==> src/rtl/fmul_round_norm.sv <==
// Round/normalise stage of the FP multiplier: two-stage valid/ready pipeline
// turning a raw mantissa product into a packed IEEE-754 result (RNE, FTZ).
module fmul_round_norm #(
  parameter  int N        = 32,
  localparam int EXP_LEN  = (N == 64) ? 11 : 8,
  localparam int FRAC_LEN = (N == 64) ? 52 : 23,
  localparam int BIAS     = (N == 64) ? 1023 : 127,
  localparam int PROD_W   = 2 * (FRAC_LEN + 1)
) (
  input  logic                 clk,
  input  logic                 rst,
  input  logic                 in_valid,
  output logic                 in_ready,
  input  logic                 in_sign,
  input  logic [EXP_LEN+1:0]   in_exp,
  input  logic [PROD_W-1:0]    in_man,
  input  logic [1:0]           in_class,
  output logic                 out_valid,
  input  logic                 out_ready,
  output logic [N-1:0]         out,
  output logic                 out_ovf,
  output logic                 out_unf,
  output logic                 out_inx
);

  localparam int EW = EXP_LEN + 3;
  localparam logic signed [EW-1:0] BIAS_S = EW'(BIAS);
  localparam logic signed [EW-1:0] EMAX_S = EW'((1 << EXP_LEN) - 1);

  typedef enum logic [1:0] {
    CL_NORM = 2'd0,
    CL_ZERO = 2'd1,
    CL_INF  = 2'd2,
    CL_NAN  = 2'd3
  } class_e;

  // Stage 1 state
  logic                  r_s1_valid;
  logic                  r_s1_sign;
  class_e                r_s1_class;
  logic signed [EW-1:0]  r_s1_e;
  logic [FRAC_LEN-1:0]   r_s1_frac;
  logic                  r_s1_g;
  logic                  r_s1_s;

  // Stage 2 state
  logic                  r_s2_valid;
  logic [N-1:0]          r_out;
  logic                  r_ovf;
  logic                  r_unf;
  logic                  r_inx;

  logic                  w_s1_adv;
  logic                  w_s2_adv;

  logic                  w_norm;
  logic [FRAC_LEN-1:0]   w_frac;
  logic                  w_g;
  logic                  w_s;
  logic signed [EW-1:0]  w_e;

  logic                  w_rnd;
  logic [FRAC_LEN:0]     w_sum;
  logic signed [EW-1:0]  w_e2;
  logic [N-1:0]          w_res;
  logic                  w_ovf;
  logic                  w_unf;
  logic                  w_inx;

  assign w_s2_adv  = !r_s2_valid || out_ready;
  assign w_s1_adv  = r_s1_valid && w_s2_adv;
  assign in_ready  = !r_s1_valid || w_s1_adv;

  assign out_valid = r_s2_valid;
  assign out       = r_out;
  assign out_ovf   = r_ovf;
  assign out_unf   = r_unf;
  assign out_inx   = r_inx;

  // Normalise: product lies in [1,4), so at most a one-bit shift.
  assign w_norm = in_man[PROD_W-1];
  assign w_frac = w_norm ? in_man[PROD_W-2 -: FRAC_LEN] : in_man[PROD_W-3 -: FRAC_LEN];
  assign w_g    = w_norm ? in_man[PROD_W-2-FRAC_LEN] : in_man[PROD_W-3-FRAC_LEN];
  assign w_s    = w_norm ? |in_man[PROD_W-3-FRAC_LEN:0] : |in_man[PROD_W-4-FRAC_LEN:0];
  assign w_e    = $signed({1'b0, in_exp}) - BIAS_S + $signed({{(EW-1){1'b0}}, w_norm});

  // Round to nearest even; a carry out leaves the fraction at zero.
  assign w_rnd = r_s1_g && (r_s1_s || r_s1_frac[0]);
  assign w_sum = {1'b0, r_s1_frac} + {{FRAC_LEN{1'b0}}, w_rnd};
  assign w_e2  = r_s1_e + $signed({{(EW-1){1'b0}}, w_sum[FRAC_LEN]});

  always_comb begin
    w_res = '0;
    w_ovf = 1'b0;
    w_unf = 1'b0;
    w_inx = 1'b0;
    unique case (r_s1_class)
      CL_ZERO: w_res = {r_s1_sign, {EXP_LEN{1'b0}}, {FRAC_LEN{1'b0}}};
      CL_INF:  w_res = {r_s1_sign, {EXP_LEN{1'b1}}, {FRAC_LEN{1'b0}}};
      CL_NAN:  w_res = {1'b0, {EXP_LEN{1'b1}}, 1'b1, {(FRAC_LEN-1){1'b0}}};
      default: begin
        if (w_e2 >= EMAX_S) begin
          w_res = {r_s1_sign, {EXP_LEN{1'b1}}, {FRAC_LEN{1'b0}}};
          w_ovf = 1'b1;
          w_inx = 1'b1;
        end else if (w_e2[EW-1] || (w_e2 == '0)) begin
          w_res = {r_s1_sign, {EXP_LEN{1'b0}}, {FRAC_LEN{1'b0}}};
          w_unf = 1'b1;
          w_inx = 1'b1;
        end else begin
          w_res = {r_s1_sign, w_e2[EXP_LEN-1:0], w_sum[FRAC_LEN-1:0]};
          w_inx = r_s1_g || r_s1_s;
        end
      end
    endcase
  end

  always_ff @(posedge clk or negedge rst) begin
    if (!rst) begin
      r_s1_valid <= 1'b0;
      r_s1_sign  <= 1'b0;
      r_s1_class <= CL_NORM;
      r_s1_e     <= '0;
      r_s1_frac  <= '0;
      r_s1_g     <= 1'b0;
      r_s1_s     <= 1'b0;
    end else if (in_ready) begin
      r_s1_valid <= in_valid;
      if (in_valid) begin
        r_s1_sign  <= in_sign;
        r_s1_class <= class_e'(in_class);
        r_s1_e     <= w_e;
        r_s1_frac  <= w_frac;
        r_s1_g     <= w_g;
        r_s1_s     <= w_s;
      end
    end
  end

  always_ff @(posedge clk or negedge rst) begin
    if (!rst) begin
      r_s2_valid <= 1'b0;
      r_out      <= '0;
      r_ovf      <= 1'b0;
      r_unf      <= 1'b0;
      r_inx      <= 1'b0;
    end else if (w_s2_adv) begin
      r_s2_valid <= r_s1_valid;
      if (r_s1_valid) begin
        r_out <= w_res;
        r_ovf <= w_ovf;
        r_unf <= w_unf;
        r_inx <= w_inx;
      end
    end
  end

endmodule
==> config.mk <==
export PLATFORM = sky130hd
export DESIGN_NAME = fmul_round_norm
export DESIGN_NICKNAME = d
export VERILOG_FILES = /design/src/rtl/fmul_round_norm.sv
export SDC_FILE = /design/constraint.sdc
export NUM_CORES = 1
export LEC_CHECK = 0
export CORE_MARGIN = 10
export CORE_UTILIZATION = 35
export CTS_CLUSTER_SIZE = 8
export DETAILED_ROUTE_END_ITERATION = 8
export HOLD_SLACK_MARGIN = 0.12
export SKIP_LAST_GASP = 1
export SLEW_MARGIN = 10
export SYNTH_ARGS = -nofsm -noshare
export SYNTH_HDL_FRONTEND = slang
export SYNTH_SLANG_ARGS = --single-unit
==> constraint.sdc <==
create_clock -name clk -period 9.4 [get_ports clk]
set_input_delay 0.94 -clock clk [delete_from_list [all_inputs] [get_ports clk]]
set_output_delay 0.94 -clock clk [all_outputs]
set_load 0.01 [all_outputs]
==> results of run 1 <==
## where the power goes
part / internal (µW) / switching [µW] / total, µW / leakage, µW
logic: 114 / 109 / 222 / 0.00119
registers: 372 / 49.0 / 421 / 0.000950
clock network: 220 / 135 / 355 / 0.000140
## critical path: cells and delay by family (launching register included)
family          cells  cell delay, ns
compound gates      4            0.95
fa+ha+maj           2            0.54
buf+inv             1            0.09
flops               1            0.37
simple gates        6            1.81
## synth_stat cells, types with 4 or more instances
cell type	number	area share, %
clkbuf_1	15	1.3
dfrtp_1	76	45
o22a_1	4	0.83
nand3_1	17	2.0
nand2_1	82	7.3
ha_1	6	1.8
and3_1	5	0.74
and4_1	5	1.0
o31ai_1	12	2.1
buf_1	4	0.35
a311oi_1	5	1.0
nand4_1	7	1.0
nand2b_1	4	0.59
o41ai_1	6	1.2
mux2_2	4	1.1
xnor2_1	18	3.7
mux2i_1	26	6.1
o41ai_2	7	2.7
nor3_1	8	0.94
and2_1	4	0.59
nor4_1	8	1.2
inv_1	9	0.80
xor2_1	14	2.9
o21ai_0	36	4.2
nor2_1	17	1.5
a211oi_1	5	0.88
## sequential cells by signal, indices dropped and copies added (netlist names)
signal	cells
out	32
r_s1_frac	23
r_s1_e	11
r_s1_class	2
out_inx	1
out_ovf	1
out_unf	1
out_valid	1
r_s1_g	1
r_s1_s	1
r_s1_sign	1
r_s1_valid	1
## worst max-delay path by stage
stage	slack (ns)	from	endpoint
4_1_cts	5.57	r_s1_g	out_inx
2_1_floorplan	6.18	r_s1_s	out[10]
3_3_place_gp	5.80	r_s1_frac[0]	out_inx
3_5_place_dp	5.57	r_s1_s	out_inx
6_report	5.58	r_s1_g	out_inx
5_1_grt	5.14	r_s1_s	out[16]
## through the flow
step / power (µW) / utilization (%) / instances / instance area (µm²)
after floorplan: 538.0 / - / 442 / 4245
after global placement: 645.5 / 44.77 / 669 / 5355
after detailed placement: 652.0 / 44.77 / 669 / 5355
after CTS: 1006 / 47.38 / 685 / 5668
after global routing: 1052 / 47.38 / 685 / 5668
final: 998.4 / 47.38 / 685 / 5668
## routing by layer
metal	up-vias	wire (µm)	track usage, %
li1	1786	-	-
met1	1710	5213	17.13
met2	99	5044	21.22
met3	18	789	3.773
met4	0	231	5.886
met5	-	0	0
## cell families after synthesis
logic type / Yosys count / share of synthesized area [%]
AO/OA/AOI/OAI: 96 / 17.48
XOR/XNOR: 32 / 6.602
adder cells (fa/ha/maj): 6 / 1.768
buffers and inverters: 33 / 3.271
flip-flops: 76 / 44.80
multiplexers: 30 / 7.191
AND/OR/NAND/NOR: 169 / 18.89
## cell type report
class / count / share of cell area, %
flip-flops and latches: 76 / 33.55
clock inverters: 5 / 1.060
well taps: 147 / 3.245
inverters: 9 / 0.5960
clock buffers: 11 / 4.459
multi-input cells: 333 / 38.94
repair buffers: 104 / 18.15
==> out/results.ini, run 1 <==
[worst_hold_path]
hp-class = flop to flop
min_to = out[31]
hold_depth = 2
min_from = out[31]

[power]
leakagePower_uw = 0.002284
p_per_area_nw_per_um2 = 176.2
ir_worst_vdd_mv = 0.08811

[synth]
synth-seq-cells = 76
synth_area_per_cell_um2 = 9.605
yosysSeqAreaShare_pct = 44.80
ys_types = 53
synth_warnings = 0
syn_nets = 513
synth_edf_count = 0
synth_cells = 442
async_flop_share_pct = 100.0
synthFlopType = dfrtp_1
synthesis.area_um2 = 4245

[worst_setup_path]
slowest_stage = nor2_2
path_cells = o21a_1 -> ha_1 -> and4_1 -> nand3_1 -> inv_1 -> nand4_1 -> nor3_1 -> ha_1 -> nand3_1 -> o31ai_1 -> o2111ai_1 -> nor2_2 -> o32a_1
critPathMaxStageDelay_ns = 0.71
path_max_fanout = 18
cp.arrival_ns = 4.09
r2r_start = r_s1_g
reg2reg_depth = 13
rrSetupSlack_ns = 5.58
path_class = flop to flop
crit_path_end_kind = flop
start_kind = flop
regToRegEndpoint = out_inx
worstPathRequired_ns = 9.67

[placement]
hpwlAfterDp_um = 8839
gp_congestion = 0.8288
port_buffers = 101
pre_cts_slack_ns = 5.572

[route]
num_vias = 3613
drt_iter0_markers = 181
wl_per_cell_um = 16.47
dr.pass1.iters = 4
viasPerCell = 5.274
drt_wl_total_um = 11280
antenna_left = 0
drc = 0

[sta]
finalHoldViolCount = 0
finalSetupViolCount = 0
holdWs_ns = 0.4688
rsz0062_at_grt = false
clock-skew-final_ns = 0.006250
fmax_mhz = 261.9
finalSetupTns_ns = 0
fin_ws_ns = 5.582
max_slew_margin_pct = 36.91
period_needed_ns = 3.818
finalCritPeriodShare_pct = 40.62
maxSlewViolCount = 0
tightestPinTransition_ns = 0.9440

[finish]
multiInputGateArea_um2 = 2207
area_growth_syn_to_layout_pct = 33.51
regArea_um2 = 1902
final_nets = 604
drive_above_1_share_pct = 7.435
layout_common_cells = clkdlybuf4s50_1 (100), nand2_1 (81), dfrtp_1 (76)
final_common_cell = clkdlybuf4s50_1
fillCellCount = 1120
num_antenna_cells = 0

[die]
rows = 40
start_util_pct = 35.49
die-height_um = 130.1
fp.coreArea_um2 = 11960
die_x_um = 130.1
die_area_um2 = 16940
ios = 102

[global_route]
grt_pass1_vias = 3656
grt_pass1_wl_um = 18420
grt_max_degree = 77
grt_antenna_before_repair = 0
grtUsageTotal_pct = 13.56
overflow = 0

[clock_tree]
root_buffer = clkbuf_16
cts_tree = yes
worstSkewPairLatency_ns = 0.33
htree_levels = 3
clockBufferDepth = 2
cts.hold.buffers_added = 0
clk_pin_slew_worst_paths_ns = 0.06
post-cts-setup-buffers = 0
cts_inserted_buffers = 9
cts_resized = 0
clock-sinks = 76

[job]
drv_cap = 0

[run_status]
status = finished, final reports clean

(Power assumes the default switching activity.)
==> run 2, diff against run 1 <==
==> constraint.sdc (replaced) <==
create_clock -name clk -period 3.6 [get_ports clk]
set_input_delay 0.36 -clock clk [delete_from_list [all_inputs] [get_ports clk]]
set_output_delay 0.36 -clock clk [all_outputs]
set_load 0.01 [all_outputs]
==> run 2 against run 1 <==
Compared with the run above: global-route usage is 0.15 points higher; sequential cell count did not move; worst setup slack got worse by 5.4 ns; clock skew down 0.00068 ns; non-clock buffer count is 10 higher; count of clock-buffer cells in the layout increased by 2; combinational power grew to 2.7 times the previous value; register-to-register slack got worse by 5.4 ns; via count rose by 0.22%; critical path depth is the same; final area increased by 1.4%; first-iteration DRC count did not move; critical path type unchanged.
==> out/results.ini, run 2 (synthesized netlist as in run 1, its figures left out) <==
[run_status]
status = finished, final reports clean  ; unchanged

[placement]
port_buffers = 101  ; unchanged
hpwlAfterDp_um = 9033  ; was 8839 µm
gp_congestion = 0.8389  ; was 0.8288

[finish]
layout_common_cells = clkdlybuf4s50_1 (100), nand2_1 (80), dfrtp_1 (76)  ; was clkdlybuf4s50_1 (100), nand2_1 (81), dfrtp_1 (76)
fin_util_pct = 48.03  ; was 47.38%
final_nets = 614  ; was 604
fillCellCount = 1119  ; was 1120
largest_reg_flops = 32  ; unchanged
area_growth_syn_to_layout_pct = 35.34  ; was 33.51%
final_common_cell = clkdlybuf4s50_1  ; unchanged
drive_above_1_share_pct = 9.872  ; was 7.435%
num_antenna_cells = 0  ; unchanged

[clock_tree]
htree_levels = 3  ; unchanged
cts_tree = yes  ; unchanged
clockBufferDepth = 2  ; unchanged
worstSkewPairLatency_ns = 0.34  ; was 0.33 ns
root_buffer = clkbuf_16  ; unchanged
clock-sinks = 76  ; unchanged
clk_pin_slew_worst_paths_ns = 0.05  ; was 0.06 ns
cts_inserted_buffers = 9  ; unchanged

[route]
viasPerCell = 5.218  ; was 5.274
drc = 0  ; unchanged
drt_wl_total_um = 11490  ; was 11280 µm
antenna_left = 0  ; unchanged
wl_per_cell_um = 16.56  ; was 16.47 µm
dr.pass1.iters = 4  ; unchanged
num_vias = 3621  ; was 3613
drt_iter0_markers = 181  ; unchanged

[sta]
rsz0062_at_grt = true  ; was false
period_needed_ns = 3.424  ; was 3.818 ns
clock-skew-final_ns = 0.005569  ; was 0.006250 ns
tightestPinTransition_ns = 0.9453  ; was 0.9440 ns
max_slew_margin_pct = 36.76  ; was 36.91%
fmax_mhz = 292.0  ; was 261.9 MHz
finalSetupViolCount = 0  ; unchanged
holdWs_ns = 0.4818  ; was 0.4688 ns
finalCritPeriodShare_pct = 95.11  ; was 40.62%
maxSlewViolCount = 0  ; unchanged
finalHoldViolCount = 0  ; unchanged
finalSetupTns_ns = 0  ; unchanged

[worst_setup_path]
worstPathRequired_ns = 3.82  ; was 9.67 ns
regToRegEndpoint = out[6]  ; was out_inx
path_max_fanout = 17  ; was 18
crit_path_end_kind = flop  ; unchanged
r2r_start = r_s1_s  ; was r_s1_g
cp.arrival_ns = 3.65  ; was 4.09 ns
path_class = flop to flop  ; unchanged
reg2reg_depth = 13  ; unchanged
rrSetupSlack_ns = 0.18  ; was 5.58 ns
start_kind = flop  ; unchanged

[global_route]
grt_pass1_wl_um = 18550  ; was 18420 µm
grt_antenna_before_repair = 0  ; unchanged
overflow = 0  ; unchanged
grt_max_degree = 58  ; was 77
grt_pass1_vias = 3714  ; was 3656
grtUsageTotal_pct = 13.71  ; was 13.56%

[power]
p_per_area_nw_per_um2 = 440.7  ; was 176.2 nW/µm²
leakagePower_uw = 0.002340  ; was 0.002284 µW
power_uw = 2532  ; was 998.4 µW
ir_worst_vdd_mv = 0.2458  ; was 0.08811 mV

[worst_hold_path]
hold_depth = 2  ; unchanged
min_from = out[4]  ; was out[31]
min_to = out[4]  ; was out[31]
hp-class = flop to flop  ; unchanged

[die]
rows = 40  ; unchanged
ios = 102  ; unchanged
fp.coreArea_um2 = 11960  ; unchanged
die_x_um = 130.1  ; unchanged
die_area_um2 = 16940  ; unchanged
start_util_pct = 35.49  ; unchanged
die-height_um = 130.1  ; unchanged

[job]
drv_cap = 0  ; unchanged

==> run 2: changes by cell type in the layout (fill, tap and decap cells not counted), sizes merged <==
cell,change
dlygate4sd3,+1
buf,+9
clkbuf,+2
bufinv,-1
clkinv,+2
clkinvlp,-4
==> run 2: worst max-delay path by stage <==
stage | from | endpoint | slack (ns) | cells after the start
finish | r_s1_s | out[6] | 0.18 | 13
global route | r_s1_s | out[6] | -0.05 | 13
CTS | r_s1_s | out_inx | 0.04 | 13
detailed placement | r_s1_s | out[6] | 0.04 | 13
global placement | r_s1_frac[0] | out_inx | 0.24 | 13
floorplan | r_s1_s | out[10] | 0.38 | 14
==> run 2: power breakdown <==
part           internal [µW]  switching, µW  leakage (µW)  total [µW]
sequential               972            131      0.000950        1100
combinational            311            289       0.00125         601
clock                    498            330      0.000135         828
total                   1780            750       0.00234        2530
==> run 2: final cells by class <==
type                    count  area, µm²  area share, %
multi-input cells         333       2250          39.16
flip-flops and latches     76       1902          33.10
repair buffers            114       1106          19.25
clock buffers              13      260.3          4.530
well taps                 147      183.9          3.201
inverters                   9      33.78         0.5880
clock inverters             2      10.01         0.1742
==> run 2: stage by stage <==
stage	worst slack (ns)	cell area, µm²	std cells
after floorplan	0.3820	4245	442
after global placement	0.2372	5423	678
after detailed placement	0.03719	5423	678
after CTS	0.03775	5703	694
after global routing	-0.04647	5746	694
final	0.1759	5746	694
==> run 2: repair_timing <==
action	CTS	global route
endpoints found under the hold margin	17	0
hold buffers	1	0
resized for setup	0	9
setup endpoints to repair	0	31
buffers inserted	0	0
==> run 2: critical path, stage by stage, from the launching register on <==
cell	delay (ns)
dfrtp_1	0.38
o21a_1	0.14
ha_1	0.17
and4_1	0.27
nand3_1	0.11
inv_1	0.07
nand4_1	0.11
nor3_2	0.22
ha_2	0.26
nand3_1	0.20
or4_4	0.49
o21ai_4	0.24
o21ai_4	0.21
o41ai_2	0.42
==> run 2: metal layers <==
layer  part of all wire (%)  GRT usage (%)  vias to the layer above
met1                     45          16.98                     1701
met5                      0              0                        -
li1                       -              -                     1801
met4                    2.0          5.820                        0
met3                    7.0          4.016                       15
met2                     46          21.79                      104
